$ cat src/rtl/hazard_unit.sv
// hazard_unit: load-use hazard detection and taken-branch flush control for a
// five-stage pipeline. Stall/flush outputs are combinational from the FSM state
// and the current inputs. Two saturating counters track bubble cycles and flushes.
//
// Pipeline-control handshake: pc_write and ifid_write act as "ready" signals
// toward the front end. Whenever either one is 0, that stage holds its contents
// for the cycle. ctrl_src=1 tells the control unit to inject a bubble into ID/EX.
// ifid_flush=1 clears IF/ID to a NOP in the same cycle.
module hazard_unit #(
    parameter int LOAD_STALL_CYCLES = 1,  // bubbles per load-use hazard, 1..7
    parameter int CNT_W             = 16  // statistics counter width
) (
    input  logic             clk,
    input  logic             reset_n,
    input  logic [6:0]       ifid_opcode,
    input  logic [4:0]       ifid_rs1,
    input  logic [4:0]       ifid_rs2,
    input  logic [4:0]       idex_rd,
    input  logic             idex_memread,
    input  logic             ex_branch_taken,
    input  logic             clr_cnt,
    output logic             ctrl_src,
    output logic             pc_write,
    output logic             ifid_write,
    output logic             ifid_flush,
    output logic [CNT_W-1:0] stall_cnt,
    output logic [CNT_W-1:0] flush_cnt,
    output logic [3:0]       dbg_state   // {in_stall, rem}
);

    typedef enum logic {
        RUN   = 1'b0,
        STALL = 1'b1
    } state_t;

    // Bubbles still owed once the first one has been inserted from RUN.
    localparam logic [2:0]       REM_INIT = 3'(LOAD_STALL_CYCLES - 1);
    localparam logic [CNT_W-1:0] CNT_MAX  = '1;

    state_t           state_q, state_d;
    logic [2:0]       rem_q, rem_d;
    logic [CNT_W-1:0] stall_cnt_q, stall_cnt_d;
    logic [CNT_W-1:0] flush_cnt_q, flush_cnt_d;

    logic use_rs1;
    logic use_rs2;
    logic hazard;

    // Decode which source registers the ID instruction actually reads.
    always_comb begin
        use_rs1 = 1'b0;
        use_rs2 = 1'b0;
        case (ifid_opcode)
            7'b0110011, 7'b0100011, 7'b1100011: begin
                use_rs1 = 1'b1;
                use_rs2 = 1'b1;
            end
            7'b0010011, 7'b0000011: use_rs1 = 1'b1;
            default: ;
        endcase
    end

    // x0 never carries a real dependency, so a load to x0 cannot cause a hazard.
    assign hazard = idex_memread && (idex_rd != 5'd0) &&
                    ((use_rs1 && (ifid_rs1 == idex_rd)) ||
                     (use_rs2 && (ifid_rs2 == idex_rd)));

    // Pipeline control outputs; reset forces the free-running defaults.
    always_comb begin
        ctrl_src   = 1'b0;
        pc_write   = 1'b1;
        ifid_write = 1'b1;
        ifid_flush = 1'b0;
        if (!reset_n) begin
            ctrl_src   = 1'b0;
        end else if (ex_branch_taken) begin
            ctrl_src   = 1'b1;
            pc_write   = 1'b1;
            ifid_write = 1'b0;
            ifid_flush = 1'b1;
        end else if (state_q == STALL || hazard) begin
            ctrl_src   = 1'b1;
            pc_write   = 1'b0;
            ifid_write = 1'b0;
        end
    end

    // Next FSM state; a taken branch wins, and STALL ignores the hazard inputs.
    always_comb begin
        state_d = state_q;
        rem_d   = rem_q;
        if (ex_branch_taken) begin
            state_d = RUN;
            rem_d   = 3'd0;
        end else if (state_q == STALL) begin
            rem_d = rem_q - 3'd1;
            if (rem_q == 3'd1) begin
                state_d = RUN;
            end
        end else if (hazard && LOAD_STALL_CYCLES > 1) begin
            state_d = STALL;
            rem_d   = REM_INIT;
        end
    end

    // Next counter values: clear overrides, otherwise saturating increments.
    always_comb begin
        stall_cnt_d = stall_cnt_q;
        flush_cnt_d = flush_cnt_q;
        if (clr_cnt) begin
            stall_cnt_d = '0;
            flush_cnt_d = '0;
        end else begin
            if (ctrl_src && !ex_branch_taken && stall_cnt_q != CNT_MAX) begin
                stall_cnt_d = stall_cnt_q + 1'b1;
            end
            if (ex_branch_taken && flush_cnt_q != CNT_MAX) begin
                flush_cnt_d = flush_cnt_q + 1'b1;
            end
        end
    end

    // FSM state register; reset aborts any stall in progress.
    always_ff @(posedge clk or negedge reset_n) begin
        if (!reset_n) begin
            state_q <= RUN;
            rem_q   <= 3'd0;
        end else begin
            state_q <= state_d;
            rem_q   <= rem_d;
        end
    end

    // Statistics counter registers.
    always_ff @(posedge clk or negedge reset_n) begin
        if (!reset_n) begin
            stall_cnt_q <= '0;
            flush_cnt_q <= '0;
        end else begin
            stall_cnt_q <= stall_cnt_d;
            flush_cnt_q <= flush_cnt_d;
        end
    end

    assign stall_cnt = stall_cnt_q;
    assign flush_cnt = flush_cnt_q;
    assign dbg_state = {state_q == STALL, rem_q};

endmodule
$ cat config.mk
export PLATFORM = sky130hd
export DESIGN_NAME = hazard_unit
export DESIGN_NICKNAME = d
export VERILOG_FILES = /design/src/rtl/hazard_unit.sv
export SDC_FILE = /design/constraint.sdc
export NUM_CORES = 1
export LEC_CHECK = 0
export BUFFER_PORTS_ARGS = -buffer_cell sky130_fd_sc_hd__buf_2
export CORE_ASPECT_RATIO = 0.6
export CORE_UTILIZATION = 52
export CTS_CLUSTER_SIZE = 16
export DETAILED_ROUTE_END_ITERATION = 10
export PLACE_DENSITY = 0.87
export SYNTH_ARGS = -nofsm -noshare
export SYNTH_HDL_FRONTEND = slang
export SYNTH_SLANG_ARGS = --single-unit
$ cat constraint.sdc
create_clock -name clk -period 2.4 [get_ports clk]
set_input_delay 0.12 -clock clk [delete_from_list [all_inputs] [get_ports clk]]
set_output_delay 0.12 -clock clk [all_outputs]
set_load 0.01 [all_outputs]
### After elaboration in Yosys (flattened, before gate mapping)

Cells that the tools add are included.

| word-level totals | value |
|---|---|
| register bits | 36 |
| input port bits | 27 |
| output and inout port bits | 40 |
| logic and storage cells | 54 |

| operators by class | value |
|---|---|
| add/sub/neg operators | 3 |
| equal/unequal tests | 10 |
| mux-type cells | 21 |
| reductions and logical operators | 16 |

Operators with widths:

| operator | number |
|---|---|
| $mux W16 | 4 |
| $add A16 B1 Y16 const B | 2 |
| $ne A16 B16 Y1 const B | 2 |
| $mux W1 | 15 |
| $eq A7 B6 Y1 const B | 2 |
| $eq A5 B5 Y1 | 2 |
| $eq A7 B2 Y1 const B | 1 |
| $eq A7 B5 Y1 const B | 1 |
| $eq A7 B7 Y1 const B | 1 |
| $logic_and A1 B1 Y1 | 7 |
| $mux W3 | 2 |
| $reduce_bool A2 Y1 | 3 |
| $reduce_bool A5 Y1 | 1 |
| $reduce_or A5 Y1 | 1 |
| $eq A3 B1 Y1 const B | 1 |
| $reduce_or A3 Y1 | 1 |
| $sub A3 B1 Y3 const B | 1 |
| $logic_or A1 B1 Y1 | 2 |
| $logic_not A1 Y1 | 1 |

### Logic depth before layout (Yosys ltp)

Gate-level depths: netlist of run 1.

| logic depth | value |
|---|---|
| depth after elaboration | 14 |
| gate-level depth with buffers | 8 |
| mapped depth without buffers | 7 |

### Least setup slack after synthesis of run 1

No wires, ideal clock.

| timing path | value |
|---|---|
| path type | register -> register |
| from | register stall_cnt_q[0] (netlist: stall_cnt[0]) |
| to | register stall_cnt_q[7] (netlist: stall_cnt[7]) |
| setup time | 0.125 ns |
| data arrival time | 1.917 ns |
| data required time | 2.275 ns |
| slack | 0.358 ns |
| cell stages (with the launch flop) | 8 |
| path buffers | 0 |
| period minus slack after synthesis | 2.042 ns |
| cell sequence | dfrtp_1 -> ha_1 -> nand3_1 -> nor4_4 -> nor4_4 -> and4_1 -> o21a_1 -> mux2_4 |

| on the way | value |
|---|---|
| cells in the longest elaborated chain, start to end | 3 |
| elaborated cells on any way between the ends | 6 |
| classes of those cells | add/sub (1); eq/ne (1); mux (2); reduce/logical (2) |

Ends and longest elaborated chain:

| item | line | RTL |
|---|---|---|
| start: declaration | 42 | `logic [CNT_W-1:0] stall_cnt_q, stall_cnt_d;` |
| start signal: assignment | 140 | `stall_cnt_q <= stall_cnt_d;` |
| $add A16 B1 Y16 / $ne A16 B16 Y1 (equally long branches) | 115, 114 |  |
| $mux W16 / $logic_and A1 B1 Y1 (equally long branches) | 114 | `if (ctrl_src && !ex_branch_taken && stall_cnt_q != CNT_MAX) begin` |
| $mux W16 / $reduce_bool A2 Y1 (equally long branches) | - |  |

Parallel ways exist; a longest one is shown, timed or not. The select of a mux whose other input is x is not followed.
A chain may end at the register's enable or synchronous reset.

### Worst setup path after layout of run 1

Ends and elaborated chain as after synthesis.

==> out/metrics.csv, run 1 <==
metric,value,unit
avgViaCountPerCell,5.59,
worst-path-buf-inv,0,
setup_slack,0.235,ns
ys_ff_latch,36,
drc,0,
port-buffer-count,66,
finalCritPeriodShare,90.2,%
die_w,86.8,um
peakVddDrop,0.000329,V
cp_slowest_cell,nor4_4,
max_freq,0.462,GHz
antenna_found_initial,0,
crit_fanout,7,
track_usage,24.3,%
ctsLongestPathBuffers,2,
slew_headroom,66.4,%
cellPowerDensity,415,nW/um2
cts_root_buffer,clkbuf_8,
gp_congestion,0.813,
path_depth,7,
worstRegToRegCells,7,
power.internal,853,uW
core_area,4120,um2
synth_cell_types,44,
drt-total-wl,5130,um
syn_inst,243,
netlist.top_cell.by_area,dfrtp_1,
layout-drive-gt1-share,29.6,%
min_period,2.17,ns
r2r_end,stall_cnt[7],
crit_chain,ha_1 -> nand3_1 -> nor4_4 -> nor4_4 -> and4_1 -> o21a_1 -> mux2_4,
cp_slowest_stage_delay,0.44,ns
setup_tns,0,ns
first_global_vias,1869,
hp-class,in -> reg,
clk_pin_slew_worst_paths,0.07,ns
cts_buffers,5,
overflow,0,
drv_cap,0,
clock-sinks,36,
synth.area.top_cells,"dfrtp_1 40%, xnor2_1 4.7%, a21oi_1 4.0%",
nets,342,
maxSlewViolCount,0,
finalSetupViolations,0,
htree_levels,2,
synth_ff_type,dfrtp_1,
worst_ep_required_time,2.57,ns
netlist_area,2240,um2
fillers,358,
ys_seq_area_share,40.1,%
leakagePower,0.00125,uW
rsz0062_at_grt,false,
holdWs,0.125,ns
regArea,901,um2
drtIter0Drc,119,
multiInputGateArea,1250,um2
critical_path_class,reg -> reg,
combPwrFrac,10.0,%
cts_setup_buffers,0,
tritoncts,built,
clk_latency,0.28,ns
worst_pin_slew,0.504,ns
reg2reg_from,stall_cnt[0],
dp_slack,0.257,ns
layout_common_cells,"66 x buf_2, 36 x dfrtp_1, 23 x nor2_1, 21 x nand2_1, 18 x a21oi_1",
rrSetupSlack,0.23,ns
dieArea,4590,um2
syn-num-nets,274,
final_common_cell,buf_2,
syn_to_final_growth,20.9,%
critPathMostFrequentCell,nor4_4,
rows,18,
endpoint_kind,register,
grt_pass1_wl,8590,um
yosysWarningCount,0,
dp_hpwl,3830,um
drt-pass1-iter-count,4,
wl_per_cell,13.8,um
start_util,54.5,%
io_pins,67,
critical_path_arrival,2.33,ns
syn-mean-instance-area,9.24,um2
critPathLaunch,stall_cnt[0],
fin_skew,0.00461,ns
switching_power,274,uW
grt_max_degree,42,
drtAntennaViolNets,0,
synth_top_area_share,40.1,%
status,completed,
hold_violations,0,
critPathTopFamily,simple AND/OR/NAND/NOR gates,
instances_no_fill,371,
start_kind,register,
vias,2074,
fp.dieH,52.9,um
clkPwrFrac,35.4,%
power.share.switching,24.3,%
synthArstFlopShare,100,%
crit_end,stall_cnt[7],
insertedDiodeCount,0,
pwr-share-seq,54.5,%
place_inst,363,
synth_enable_flop_cells,0,
-- state kept, by name, summed over array words and instances, names as in the netlist --
name,count
stall_cnt,16
rem_q,3
flush_cnt,16
state_q,1
-- per-stage QoR --
stage                     utilization (%)  power [uW]  cell area (um2)
after floorplan                         -         679             2240
after global placement               63.7         734             2630
after detailed placement             63.7         738             2630
after CTS                            65.8        1130             2710
after global routing                 65.8        1180             2710
final                                65.8        1130             2710
-- timing repair --
action	4_1_cts	5_1_grt
hold endpoints to repair	36	0
resized for setup	0	0
hold buffers	1	0
-- Yosys cell counts (2+ instances only) --
cell type  instances
nor3_1             2
o21ai_1            3
a21oi_1           18
and4_1             2
inv_1              7
and3_1             4
buf_6              2
mux2_4             3
inv_2              2
nor2b_1            3
o21ai_0            6
or3_1              7
nor4_2             2
ha_1               4
clkbuf_1           7
xor2_1             9
nand4_1           12
and2_1             4
nand2_1           21
nand3_1           12
xnor2_1           12
o31ai_1           11
nor2_1            23
dfrtp_1           36
nor4_4             2
or4_1             11
-- layout make-up --
cell class	count	share of cell area, %
timing repair buffer	72	13.9
tap	60	2.77
multi-input combinational	187	46.0
clock buffer	6	2.67
sequential	36	33.2
clock inverter	1	0.184
inverter	9	1.24
-- routing by layer --
layer	GRT usage, %	wire (um)
met4	4.44	0
met3	5.46	229
met5	0	0
met2	39.5	2380
met1	33.8	2530
-- power groups by stage --
| stage | combinational, uW | clock (uW) | sequential [uW] |
|---|---|---|---|
| floorplan | 52.0 | 0 | 627 |
| global placement | 109 | 0 | 626 |
| detailed placement | 111 | 0 | 626 |
| CTS | 113 | 407 | 615 |
| global route | 127 | 436 | 615 |
| finish | 113 | 399 | 615 |
-- worst min path at each step --
stage	start	endpoint	slack, ns	depth (start not counted)
finish	ex_branch_taken	rem_q[1]	0.13	2
floorplan	reset_n	flush_cnt[0]	-0.18	0
CTS	ex_branch_taken	rem_q[1]	0.12	2
global route	ex_branch_taken	rem_q[1]	0.13	2
global placement	reset_n	stall_cnt[10]	0.24	2
detailed placement	reset_n	stall_cnt[8]	0.25	2
-- cell families after synthesis --
kind of cell / share of synthesized area (%)
compound gates: 12.9
xor+xnor: 8.19
fa+ha+maj: 2.23
buf+inv: 4.24
flops: 40.1
mux: 3.46
simple gates: 28.8
No activity file was read; power rests on OpenSTA's default activity.
==> inputs of run 2 (changes only) <==
CORE_UTILIZATION = 50   (was 52)
PLACE_DENSITY = 0.85   (was 0.87)
RECOVER_POWER = 100   (was default)
clock period = 2.16 ns   (was 2.4 ns; I/O delays follow)
==> run 2 against run 1 <==
Global-route usage decreased by 0.53 points. Power is 23% higher. Clock skew is 0.0031 ns higher. Register-to-register slack got worse by 0.11 ns. Sequential share of layout area up 0.34 points.
==> out/metrics.csv, run 2 (synthesized netlist as in run 1, its figures left out) <==
metric,value,unit
cp_slowest_stage_delay,0.42,ns
slew_headroom,67.0,%
critPathMostFrequentCell,nor4_4,
fin_skew,0.00769,ns
worst_ep_required_time,2.33,ns
io_pins,67,
place_inst,365,
drc,0,
layout_common_cells,"41 x clkbuf_1, 36 x dfrtp_1, 29 x buf_2, 24 x nor2_1, 21 x nand2_1",
insertedDiodeCount,0,
switching_power,321,uW
power.share.switching,23.1,%
hold_violations,0,
clk_pin_slew_worst_paths,0.07,ns
peakVddDrop,0.000354,V
layout-drive-gt1-share,16.6,%
syn_to_final_growth,19.7,%
die_w,88.5,um
grt_max_degree,42,
clkPwrFrac,42.2,%
min_period,2.03,ns
critical_path_arrival,2.21,ns
hp-class,in -> reg,
start_util,53.3,%
finalCritPeriodShare,94.1,%
combPwrFrac,8.7,%
pwr-share-seq,49.1,%
maxSlewViolCount,0,
wl_per_cell,14.0,um
critical_path_class,reg -> reg,
cellPowerDensity,517,nW/um2
first_global_vias,1852,
clk_latency,0.29,ns
fillers,388,
clock-sinks,36,
antenna_found_initial,0,
endpoint_kind,register,
avgViaCountPerCell,5.54,
dieArea,4770,um2
holdWs,0.0824,ns
gp_congestion,0.780,
final_common_cell,clkbuf_1,
drv_cap,0,
start_kind,register,
status,completed,
drtAntennaViolNets,0,
finalSetupViolations,0,
rows,18,
power.internal,1070,uW
worst_pin_slew,0.495,ns
whs_path_depth,2,
cts_buffers,5,
ctsLongestPathBuffers,2,
overflow,0,
track_usage,23.8,%
dp_hpwl,3850,um
max_freq,0.492,GHz
nets,344,
fp.dieH,53.9,um
drtIter0Drc,102,
cts_root_buffer,clkbuf_8,
grt_pass1_wl,8530,um
core_area,4210,um2
drt-total-wl,5240,um
cp_slowest_cell,nor4_4,
instances_no_fill,374,
total_power,1390,uW
vias,2072,
leakagePower,0.00110,uW
cts_setup_buffers,0,
port-buffer-count,66,
htree_levels,2,
worstRegToRegCells,7,
rsz0062_at_grt,false,
drt-pass1-iter-count,4,
crit_fanout,6,
setup_tns,0,ns
crit_chain,ha_1 -> nand3_1 -> nor4_4 -> nor4_4 -> and4_1 -> o21a_1 -> mux2_1,
tritoncts,built,
-- run 2: routing by layer --
| metal | vias up | part of all wire (%) | global-route usage (%) |
|---|---|---|---|
| li1 | 1021 | - | - |
| met1 | 991 | 51 | 33.1 |
| met5 | - | 0 | 0 |
| met2 | 55 | 44 | 37.4 |
| met4 | 0 | 0.48 | 5.91 |
| met3 | 5 | 4.9 | 5.98 |
-- run 2: worst max-delay path, delay by kind of cell, from the launching register on --
| family | cells | cell delay (ns) |
|---|---|---|
| AO/OA/AOI/OAI | 1 | 0.17 |
| adder cells (fa/ha/maj) | 1 | 0.16 |
| flip-flops | 1 | 0.35 |
| multiplexers | 1 | 0.31 |
| AND/OR/NAND/NOR | 4 | 0.92 |
-- run 2: area by class of cell --
type                            count  area (um2)  share of cell area [%]
Clock buffer                        6        72.6                    2.70
Clock inverter                      2        35.0                    1.30
Timing Repair Buffer               74         333                    12.4
Multi-Input combinational cell    187        1240                    46.0
Sequential cell                    36         901                    33.5
Inverter                            9        33.8                    1.26
Tap cell                           60        75.1                    2.79
-- run 2: worst paths after layout --
kind                       slack, ns           end            start
max in group asynchronous       1.34  stall_cnt[0]          reset_n
hold / removal                  0.08      rem_q[1]  ex_branch_taken
hold reg to reg                 0.56  flush_cnt[6]     flush_cnt[6]
min in group asynchronous       0.47  stall_cnt[9]          reset_n
setup reg to reg                0.13  stall_cnt[7]     stall_cnt[0]
setup / recovery                0.13  stall_cnt[7]     stall_cnt[0]
-- run 2: timing repair --
item | in CTS | in global routing
hold buffers | 1 | 0
endpoints found under the hold margin | 36 | 0
setup endpoints to repair | 0 | 3
resized for setup | 0 | 0
-- run 2: per-stage QoR --
step | setup WS [ns] | utilization, % | instance area (um2)
after global routing | 0.0189 | 63.8 | 2690
after floorplan | 0.118 | - | 2240
after detailed placement | 0.108 | 62.7 | 2640
after CTS | 0.0975 | 65.5 | 2760
final | 0.126 | 63.8 | 2690
after global placement | 0.203 | 62.7 | 2640
-- run 2: power by group through the flow --
stage,logic (uW),registers [uW],clock network [uW]
2_1_floorplan,57.7,697,0
3_3_place_gp,121,695,0
3_5_place_dp,123,695,0
4_1_cts,125,682,595
5_1_grt,137,682,630
6_report,121,682,587
==> inputs of run 3 (changes only) <==
REMOVE_ABC_BUFFERS = 1   (was default)
==> run 3 against run 2 <==
Sequential share of layout area is 0.11 points lower. Register-to-register slack improved by 0.02 ns. Combinational power hardly changed. Setup slack better by 0.022 ns. Critical path type unchanged. Largest power group unchanged.
==> out/metrics.csv, run 3 (synthesized netlist as in run 1, its figures left out) <==
metric,value,unit
reg2reg_from,stall_cnt[1],
worstRegToRegCells,7,
max_freq,0.497,GHz
cellPowerDensity,486,nW/um2
ctsLongestPathBuffers,2,
core_area,4210,um2
cts_buffers,5,
min_period,2.01,ns
antenna_found_initial,0,
dieArea,4770,um2
grt_pass1_wl,8740,um
htree_levels,2,
critical_path_arrival,2.19,ns
die_w,88.5,um
hp-class,in -> reg,
rrSetupSlack,0.15,ns
tritoncts,built,
final_common_cell,clkbuf_1,
grt_max_degree,42,
fin_skew,0.00788,ns
port-buffer-count,66,
clk_latency,0.29,ns
drc,0,
overflow,0,
insertedDiodeCount,0,
start_kind,register,
r2r_end,stall_cnt[7],
io_pins,67,
clock-sinks,36,
hold_violations,0,
drv_cap,0,
syn_to_final_growth,20.1,%
hold_end,flush_cnt[2],
layout_common_cells,"39 x clkbuf_1, 36 x dfrtp_1, 32 x buf_2, 24 x nor2_1, 21 x nand2_1",
drtIter0Drc,113,
slew_headroom,65.0,%
clk_pin_slew_worst_paths,0.08,ns
worst_pin_slew,0.525,ns
layout-drive-gt1-share,18.2,%
status,completed,
gp_congestion,0.799,
rows,18,
holdCritStartpoint,clr_cnt,
start_util,53.3,%
finalCritPeriodShare,93.1,%
setup_tns,0,ns
drt-pass1-iter-count,4,
critical_path_class,reg -> reg,
finalSetupViolations,0,
rsz0062_at_grt,false,
track_usage,24.5,%
nets,348,
drtAntennaViolNets,0,
first_global_vias,1965,
vias,2110,
fillers,390,
worst_ep_required_time,2.34,ns
dp_hpwl,3950,um
peakVddDrop,0.000336,V
drt-total-wl,5350,um
holdWs,0.0226,ns
whs_path_depth,2,
maxSlewViolCount,0,
endpoint_kind,register,
fp.dieH,53.9,um
leakagePower,0.00112,uW
crit_fanout,6,
cts_root_buffer,clkbuf_8,
avgViaCountPerCell,5.58,
wl_per_cell,14.1,um
## run 3: cell count changes in the layout (fill, tap and decap cells not counted), sizes merged
cell and delta:
buf +5, bufinv -1, clkbuf -1, clkinv +1
## run 3: metal layers
| metal | up-vias | global-route usage, % | wire [um] |
|---|---|---|---|
| li1 | 1031 | - | - |
| met4 | 0 | 9.41 | 47 |
| met1 | 1005 | 32.0 | 2510 |
| met2 | 70 | 40.4 | 2430 |
| met5 | - | 0 | 0 |
| met3 | 4 | 5.37 | 359 |
## run 3: report_power, final
part           internal (uW)  switching [uW]
sequential               677            4.94
clock                    255             250
combinational           49.2            72.9
## run 3: worst max-delay path, stage by stage, from the launching register on
cell and delay (ns):
dfrtp_1 0.36, ha_1 0.20, nand3_2 0.14, nor4_4 0.40, nor4_4 0.10, and4_1 0.22, o21a_1 0.17, mux2_1 0.31
## run 3: final cells by class
type	instances	area [um2]	share of cell area, %
clock buffer	6	82.6	3.06
clock inverter	2	10.0	0.371
timing repair buffer	78	359	13.3
tap	60	75.1	2.79
sequential	36	901	33.4
inverter	9	33.8	1.25
multi-input combinational	187	1230	45.8
## run 3: metrics by stage
step	power (uW)	utilization (%)	worst slack, ns	instance area, um2	cells
floorplan	744	-	0.118	2180	232
global placement	817	63.4	0.192	2670	369
detailed placement	819	63.4	0.0801	2670	369
CTS	1320	65.9	0.0669	2770	378
global route	1350	64.0	0.0453	2700	378
finish	1310	64.0	0.149	2700	378
## run 3: how the worst max path moves through the flow
stage	start	to	slack [ns]	depth (start not counted)
after CTS	stall_cnt[0]	stall_cnt[15]	0.07	7
after detailed placement	stall_cnt[0]	stall_cnt[15]	0.08	7
after global placement	stall_cnt[0]	stall_cnt[7]	0.19	7
after global routing	stall_cnt[0]	stall_cnt[2]	0.05	7
final	stall_cnt[1]	stall_cnt[7]	0.15	7
after floorplan	stall_cnt[0]	stall_cnt[7]	0.12	7
## run 3: repair_timing
action / CTS / global route
hold endpoints to repair: 36 / 0
hold buffers: 1 / 0
gates resized for setup: 0 / 1
endpoints found under the setup margin: 0 / 5
setup buffers: 0 / 0
